$ cat src/rtl/light_pwm_driver_pkg.sv
// Shared light-path types and defaults; the level typedef is also used by the sensor-input side.
// Pure declarations: no logic, latency or backpressure of its own.
package light_pkg;

  localparam int unsigned PWM_BITS_DEF  = 8;
  localparam int unsigned RAMP_DIV_DEF  = 50000;
  localparam int unsigned BLINK_DIV_DEF = 25000000;

  typedef logic [PWM_BITS_DEF-1:0] light_level_t;

  typedef enum logic {
    ST_IDLE = 1'b0,
    ST_RAMP = 1'b1
  } ramp_state_t;

  // Counter width that still holds n-1, never narrower than one bit.
  function automatic int unsigned cnt_width(input int unsigned n);
    return (n > 1) ? $clog2(n) : 1;
  endfunction

endpackage

$ cat src/rtl/light_pwm_driver_pwm_gen.sv
// PWM generator: free-running 0..2^PWM_BITS-2 counter, duty captured at period start, registered output.
// Latency: one clock from counter to pin; no backpressure (free-running).
module pwm_gen
  import light_pkg::*;
#(
  parameter int unsigned PWM_BITS = PWM_BITS_DEF
) (
  input  logic                clk,
  input  logic                rst,
  input  logic [PWM_BITS-1:0] level_i,
  input  logic                gate_i,
  output logic                pwm_o
);

  localparam logic [PWM_BITS-1:0] CNT_LAST = {{(PWM_BITS-1){1'b1}}, 1'b0};

  logic [PWM_BITS-1:0] cnt_q,  cnt_d;
  logic [PWM_BITS-1:0] duty_q, duty_d;
  logic                pwm_q,  pwm_d;

  // The first slot of a period already compares against the freshly captured level,
  // so every period uses exactly one duty value.
  always_comb begin
    cnt_d  = (cnt_q == CNT_LAST) ? '0 : cnt_q + 1'b1;
    duty_d = (cnt_q == '0) ? level_i : duty_q;
    pwm_d  = gate_i && (cnt_q < duty_d);
  end

  always_ff @(posedge clk or posedge rst) begin
    if (rst) begin
      cnt_q  <= '0;
      duty_q <= '0;
      pwm_q  <= 1'b0;
    end else begin
      cnt_q  <= cnt_d;
      duty_q <= duty_d;
      pwm_q  <= pwm_d;
    end
  end

  assign pwm_o = pwm_q;

endmodule

$ cat src/rtl/light_pwm_driver.sv
// LED brightness driver: valid/ready target, one-LSB-per-RAMP_DIV ramp, PWM pin; optional blink via LIGHT_PWM_BLINK_EN.
// Latency: ramp |target-level|*RAMP_DIV clocks; cmd_ready low for the whole ramp (commands dropped, not queued).
module light_pwm_driver
  import light_pkg::*;
#(
  parameter int unsigned PWM_BITS  = PWM_BITS_DEF,
  parameter int unsigned RAMP_DIV  = RAMP_DIV_DEF
`ifdef LIGHT_PWM_BLINK_EN
  ,
  parameter int unsigned BLINK_DIV = BLINK_DIV_DEF
`endif
) (
  input  logic                clk,
  input  logic                rst,
  input  logic                cmd_valid,
  input  logic [PWM_BITS-1:0] cmd_level,
  output logic                cmd_ready,
`ifdef LIGHT_PWM_BLINK_EN
  input  logic                blink,
`endif
  output logic                led_pwm,
  output logic [PWM_BITS-1:0] level,
  output logic                busy
);

  localparam int unsigned      SW          = cnt_width(RAMP_DIV);
  localparam logic [SW-1:0]    STEP_RELOAD = SW'(RAMP_DIV - 1);

  ramp_state_t         state_q;
  logic [PWM_BITS-1:0] level_q;
  logic [PWM_BITS-1:0] target_q;
  logic [SW-1:0]       step_q;
  logic                cmd_ready_q;
  logic                busy_q;
  logic [PWM_BITS-1:0] level_d;
  logic                pwm_gate;

  // Only ever moves toward target, so it cannot wrap past either rail.
  assign level_d = (target_q > level_q) ? level_q + 1'b1 : level_q - 1'b1;

  always_ff @(posedge clk or posedge rst) begin
    if (rst) begin
      state_q     <= ST_IDLE;
      level_q     <= '0;
      target_q    <= '0;
      step_q      <= '0;
      cmd_ready_q <= 1'b1;
      busy_q      <= 1'b0;
    end else begin
      case (state_q)
        ST_IDLE: begin
          if (cmd_valid && cmd_ready_q) begin
            target_q <= cmd_level;
            if (cmd_level != level_q) begin
              state_q     <= ST_RAMP;
              step_q      <= STEP_RELOAD;
              cmd_ready_q <= 1'b0;
              busy_q      <= 1'b1;
            end
          end
        end
        ST_RAMP: begin
          if (step_q == '0) begin
            level_q <= level_d;
            step_q  <= STEP_RELOAD;
            if (level_d == target_q) begin
              state_q     <= ST_IDLE;
              cmd_ready_q <= 1'b1;
              busy_q      <= 1'b0;
            end
          end else begin
            step_q <= step_q - 1'b1;
          end
        end
        default: begin
          state_q     <= ST_IDLE;
          cmd_ready_q <= 1'b1;
          busy_q      <= 1'b0;
        end
      endcase
    end
  end

`ifdef LIGHT_PWM_BLINK_EN
  localparam int unsigned      BW         = cnt_width(BLINK_DIV);
  localparam logic [BW-1:0]    BLINK_LAST = BW'(BLINK_DIV - 1);

  logic [BW-1:0] blink_cnt_q;
  logic          phase_on_q;

  always_ff @(posedge clk or posedge rst) begin
    if (rst) begin
      blink_cnt_q <= '0;
      phase_on_q  <= 1'b1;
    end else if (!blink) begin
      blink_cnt_q <= '0;
      phase_on_q  <= 1'b1;
    end else if (blink_cnt_q == BLINK_LAST) begin
      blink_cnt_q <= '0;
      phase_on_q  <= ~phase_on_q;
    end else begin
      blink_cnt_q <= blink_cnt_q + 1'b1;
    end
  end

  // Dropping blink releases the gate on the very next PWM sample.
  assign pwm_gate = !blink || phase_on_q;
`else
  assign pwm_gate = 1'b1;
`endif

  pwm_gen #(
    .PWM_BITS (PWM_BITS)
  ) u_pwm_gen (
    .clk     (clk),
    .rst     (rst),
    .level_i (level_q),
    .gate_i  (pwm_gate),
    .pwm_o   (led_pwm)
  );

  assign level     = level_q;
  assign busy      = busy_q;
  assign cmd_ready = cmd_ready_q;

endmodule

$ cat config.mk
export PLATFORM = sky130hd
export DESIGN_NAME = light_pwm_driver
export DESIGN_NICKNAME = d
export VERILOG_FILES = /design/src/rtl/light_pwm_driver_pkg.sv /design/src/rtl/light_pwm_driver_pwm_gen.sv /design/src/rtl/light_pwm_driver.sv
export SDC_FILE = /design/constraint.sdc
export NUM_CORES = 1
export LEC_CHECK = 0
export ABC_CLOCK_PERIOD_IN_PS = 7590
export CAP_MARGIN = 20
export CORE_ASPECT_RATIO = 0.6
export CORE_MARGIN = 2
export CORE_UTILIZATION = 55
export DETAILED_ROUTE_END_ITERATION = 10
export GPL_ROUTABILITY_DRIVEN = 0
export PLACE_DENSITY = 0.76
export SLEW_MARGIN = 20
export SYNTH_ARGS = -nofsm -noshare
export SYNTH_HDL_FRONTEND = slang
export SYNTH_SLANG_ARGS = --single-unit
$ cat constraint.sdc
create_clock -name clk -period 7.59 [get_ports clk]
set_clock_uncertainty 0.2 [all_clocks]
set_input_delay 1.1385 -clock clk [delete_from_list [all_inputs] [get_ports clk]]
set_output_delay 1.1385 -clock clk [all_outputs]
set_load 0.02 [all_outputs]
==> flow_summary.ini <==
[worst_setup_path]
r2r_end = busy
r2r_slack_ns = 3.58
cp_max_fo = 9
cp.arrival_ns = 4.00
critPathLaunchType = flop
r2r_cells = 13
critPathCapture = busy
slowest_stage = dfrtp_1
critPathRequiredTime_ns = 7.58
path_cells = inv_1, ha_1, nand4_1, o21ai_0, and2_1, inv_1, fa_1, nand2b_1, a21oi_1, mux2i_1, or3b_2, a21oi_1, a21oi_1
cp-end-kind = flop
crit_type = flop to flop
worstReg2RegStart = level[7]
crit_top_cell = a21oi_1
crit_start = level[7]
slowest_delay_ns = 0.47

[global_routing]
grt_max_degree = 30
grt.total_usage = 0.248
overflow = 0
antenna_found_initial = 0
grt_pass1_wl_mm = 13.1
grt_pass1_vias = 2583

[power_and_ir_drop]
p_leak_nw = 1.68
power_w = 0.000490
power_density_nw_per_um2 = 131
ir_drop_mv = 0.0689

[yosys]
syn_area_per_cell_sq_um = 9.48
synth_top_flop_cell = dfrtp_1
synth_seq_cells = 52
syn_nets = 392
synth_area_sq_um = 3350
synth_top_area_frac = 0.381
yosysTopAreaCell = dfrtp_1
synth.area.top_cells = dfrtp_1, ha_1, xnor2_1
ys_seq_area_frac = 0.389
synth_cells = 353
yosys_warnings = 0
synth_cell_types = 52
synth_async_sr_flop_share = 1.00
synth_enable_flop_cells = 0

[floorplanning]
start_util = 0.584
fp.coreArea_sq_um = 5730
die_h_um = 64.4
rows = 21
die_w_um = 105
num_io_pins = 22
die_area_sq_um = 6740

[drt]
drc = 0
drt_iter0_drc = 205
dr_total_vias = 2713
viasPerCell = 5.96
wl_met2_mm = 3.19
drt-met1-wl_mm = 4.12
wire_per_inst_um = 17.3
routed-wl-met3_um = 512
wl_mm = 7.87
drt_pass1_iterations = 5
ant_nets = 0
top_layer = met4

[place]
post-place-cells = 447
port_buffers = 21
hpwl_mm = 6.04
place_area_sq_um = 3640

[timing]
worstMarginPinSlew_ns = 0.866
max_freq_ghz = 0.249
fin_crit_ns = 4.01
hold_viol_final = 0
rsz0062_at_grt = no
slew_viol_final = 0
post-route-period-util = 0.528
setup_viol = 0
slew_headroom = 0.420
tns_ns = 0

[cells_and_area]
diodes = 0
syn_to_final_growth_pct = 12.1
final_cell_mix = dfrtp_1, inv_1, nor2_1, ha_1
finalInstanceArea_sq_um = 3750
fin_util = 0.655
nets = 413
final_common_cell = dfrtp_1
drive_gt1_frac = 0.0773
fin_cells = 455
nFillCells = 482

[clock_tree]
cts_buffers = 5
cts_setup_buffers = 0
htreeDepth = 2
worst_skew_pair.late_latency_ns = 0.31
ctsHoldBuffers = 0
cts-resized-gates = 0
cts_tree = yes
cts.sinks = 52
cts.path.max_buffers = 2
root_buffer = clkbuf_8
clkTransAtPathRegs_ns = 0.10

[flow_run]
cap_violations = 0

[run_status]
outcome = finished clean

[min_path]
worstHoldPathType = flop to flop
-- metrics by stage --
step | setup slack, ns | hold WS (ns)
final | 3.58 | 0.286
after global routing | 3.29 | 0.316
after CTS | 3.62 | 0.290
after detailed placement | 3.69 | 0.265
after global placement | 3.74 | 0.264
after floorplan | 3.94 | 0.241
-- worst min-delay path by stage --
stage / end / start / slack (ns) / depth (start not counted)
final: u_pwm_gen.duty_q[4] / u_pwm_gen.duty_q[4] / 0.29 / 2
after floorplan: u_pwm_gen.duty_q[4] / u_pwm_gen.duty_q[4] / 0.24 / 2
after CTS: u_pwm_gen.duty_q[6] / u_pwm_gen.duty_q[6] / 0.29 / 2
after global routing: u_pwm_gen.duty_q[6] / u_pwm_gen.duty_q[6] / 0.32 / 2
after global placement: u_pwm_gen.duty_q[7] / u_pwm_gen.duty_q[7] / 0.26 / 2
after detailed placement: u_pwm_gen.duty_q[6] / u_pwm_gen.duty_q[6] / 0.26 / 2
-- final cells by class --
| class | count | area, sq um | share of cell area |
|---|---|---|---|
| inverters | 30 | 113 | 0.0300 |
| well taps | 80 | 100 | 0.0267 |
| clock buffers | 6 | 72.6 | 0.0194 |
| clock inverters | 2 | 38.8 | 0.0103 |
| multi-input cells | 263 | 1890 | 0.505 |
| repair buffers | 22 | 230 | 0.0614 |
| flip-flops and latches | 52 | 1300 | 0.347 |
-- power by group --
part | internal (W) | leakage [nW] | total [W] | switching, W
Combinational | 0.00000658 | 0.998 | 0.0000152 | 0.00000865
Sequential | 0.000277 | 0.630 | 0.000277 | 0
Clock | 0.0000999 | 0.0558 | 0.000198 | 0.0000983
Total | 0.000383 | 1.68 | 0.000490 | 0.000107
-- layer usage --
layer,GRT usage,vias to the layer above
li1,-,1276
met1,0.395,1326
met2,0.362,102
met3,0.0392,9
met4,0.0350,0
met5,0,-
-- cells by family after synthesis --
family / share of synthesized area
compound gates: 0.146
fa+ha+maj: 0.107
xor+xnor: 0.0987
mux: 0.0396
simple gates: 0.175
flops: 0.389
buf+inv: 0.0449
-- worst max-delay path, delay by kind of cell, from the launching register on --
kind / cells / cell delay, ns
buf+inv: 2 / 0.22
mux: 1 / 0.31
flops: 1 / 0.47
simple gates: 4 / 1.17
fa+ha+maj: 2 / 0.74
compound gates: 4 / 0.78
-- synth_stat cells (6+ instances only) --
cell and count:
dfrtp_1 51, inv_1 30, ha_1 27, nor2_1 27, a21oi_1 25, nand2_1 25
xnor2_1 15, xor2_1 15, nor3_1 14, nand3_1 13, o21ai_0 12, mux2_2 10
and2_1 6, clkbuf_1 6, o21ai_1 6
-- registers in the layout, indices dropped and copies added (netlist names) --
| signal | count |
|---|---|
| level | 8 |
| u_pwm_gen.pwm_o | 1 |
| u_pwm_gen.duty_q | 8 |
| u_pwm_gen.cnt_q | 8 |
| cmd_ready | 1 |
| step_q | 16 |
| target_q | 8 |
| state_q | 1 |
| busy | 1 |
Note: power is estimated with default switching activity, not from simulation.
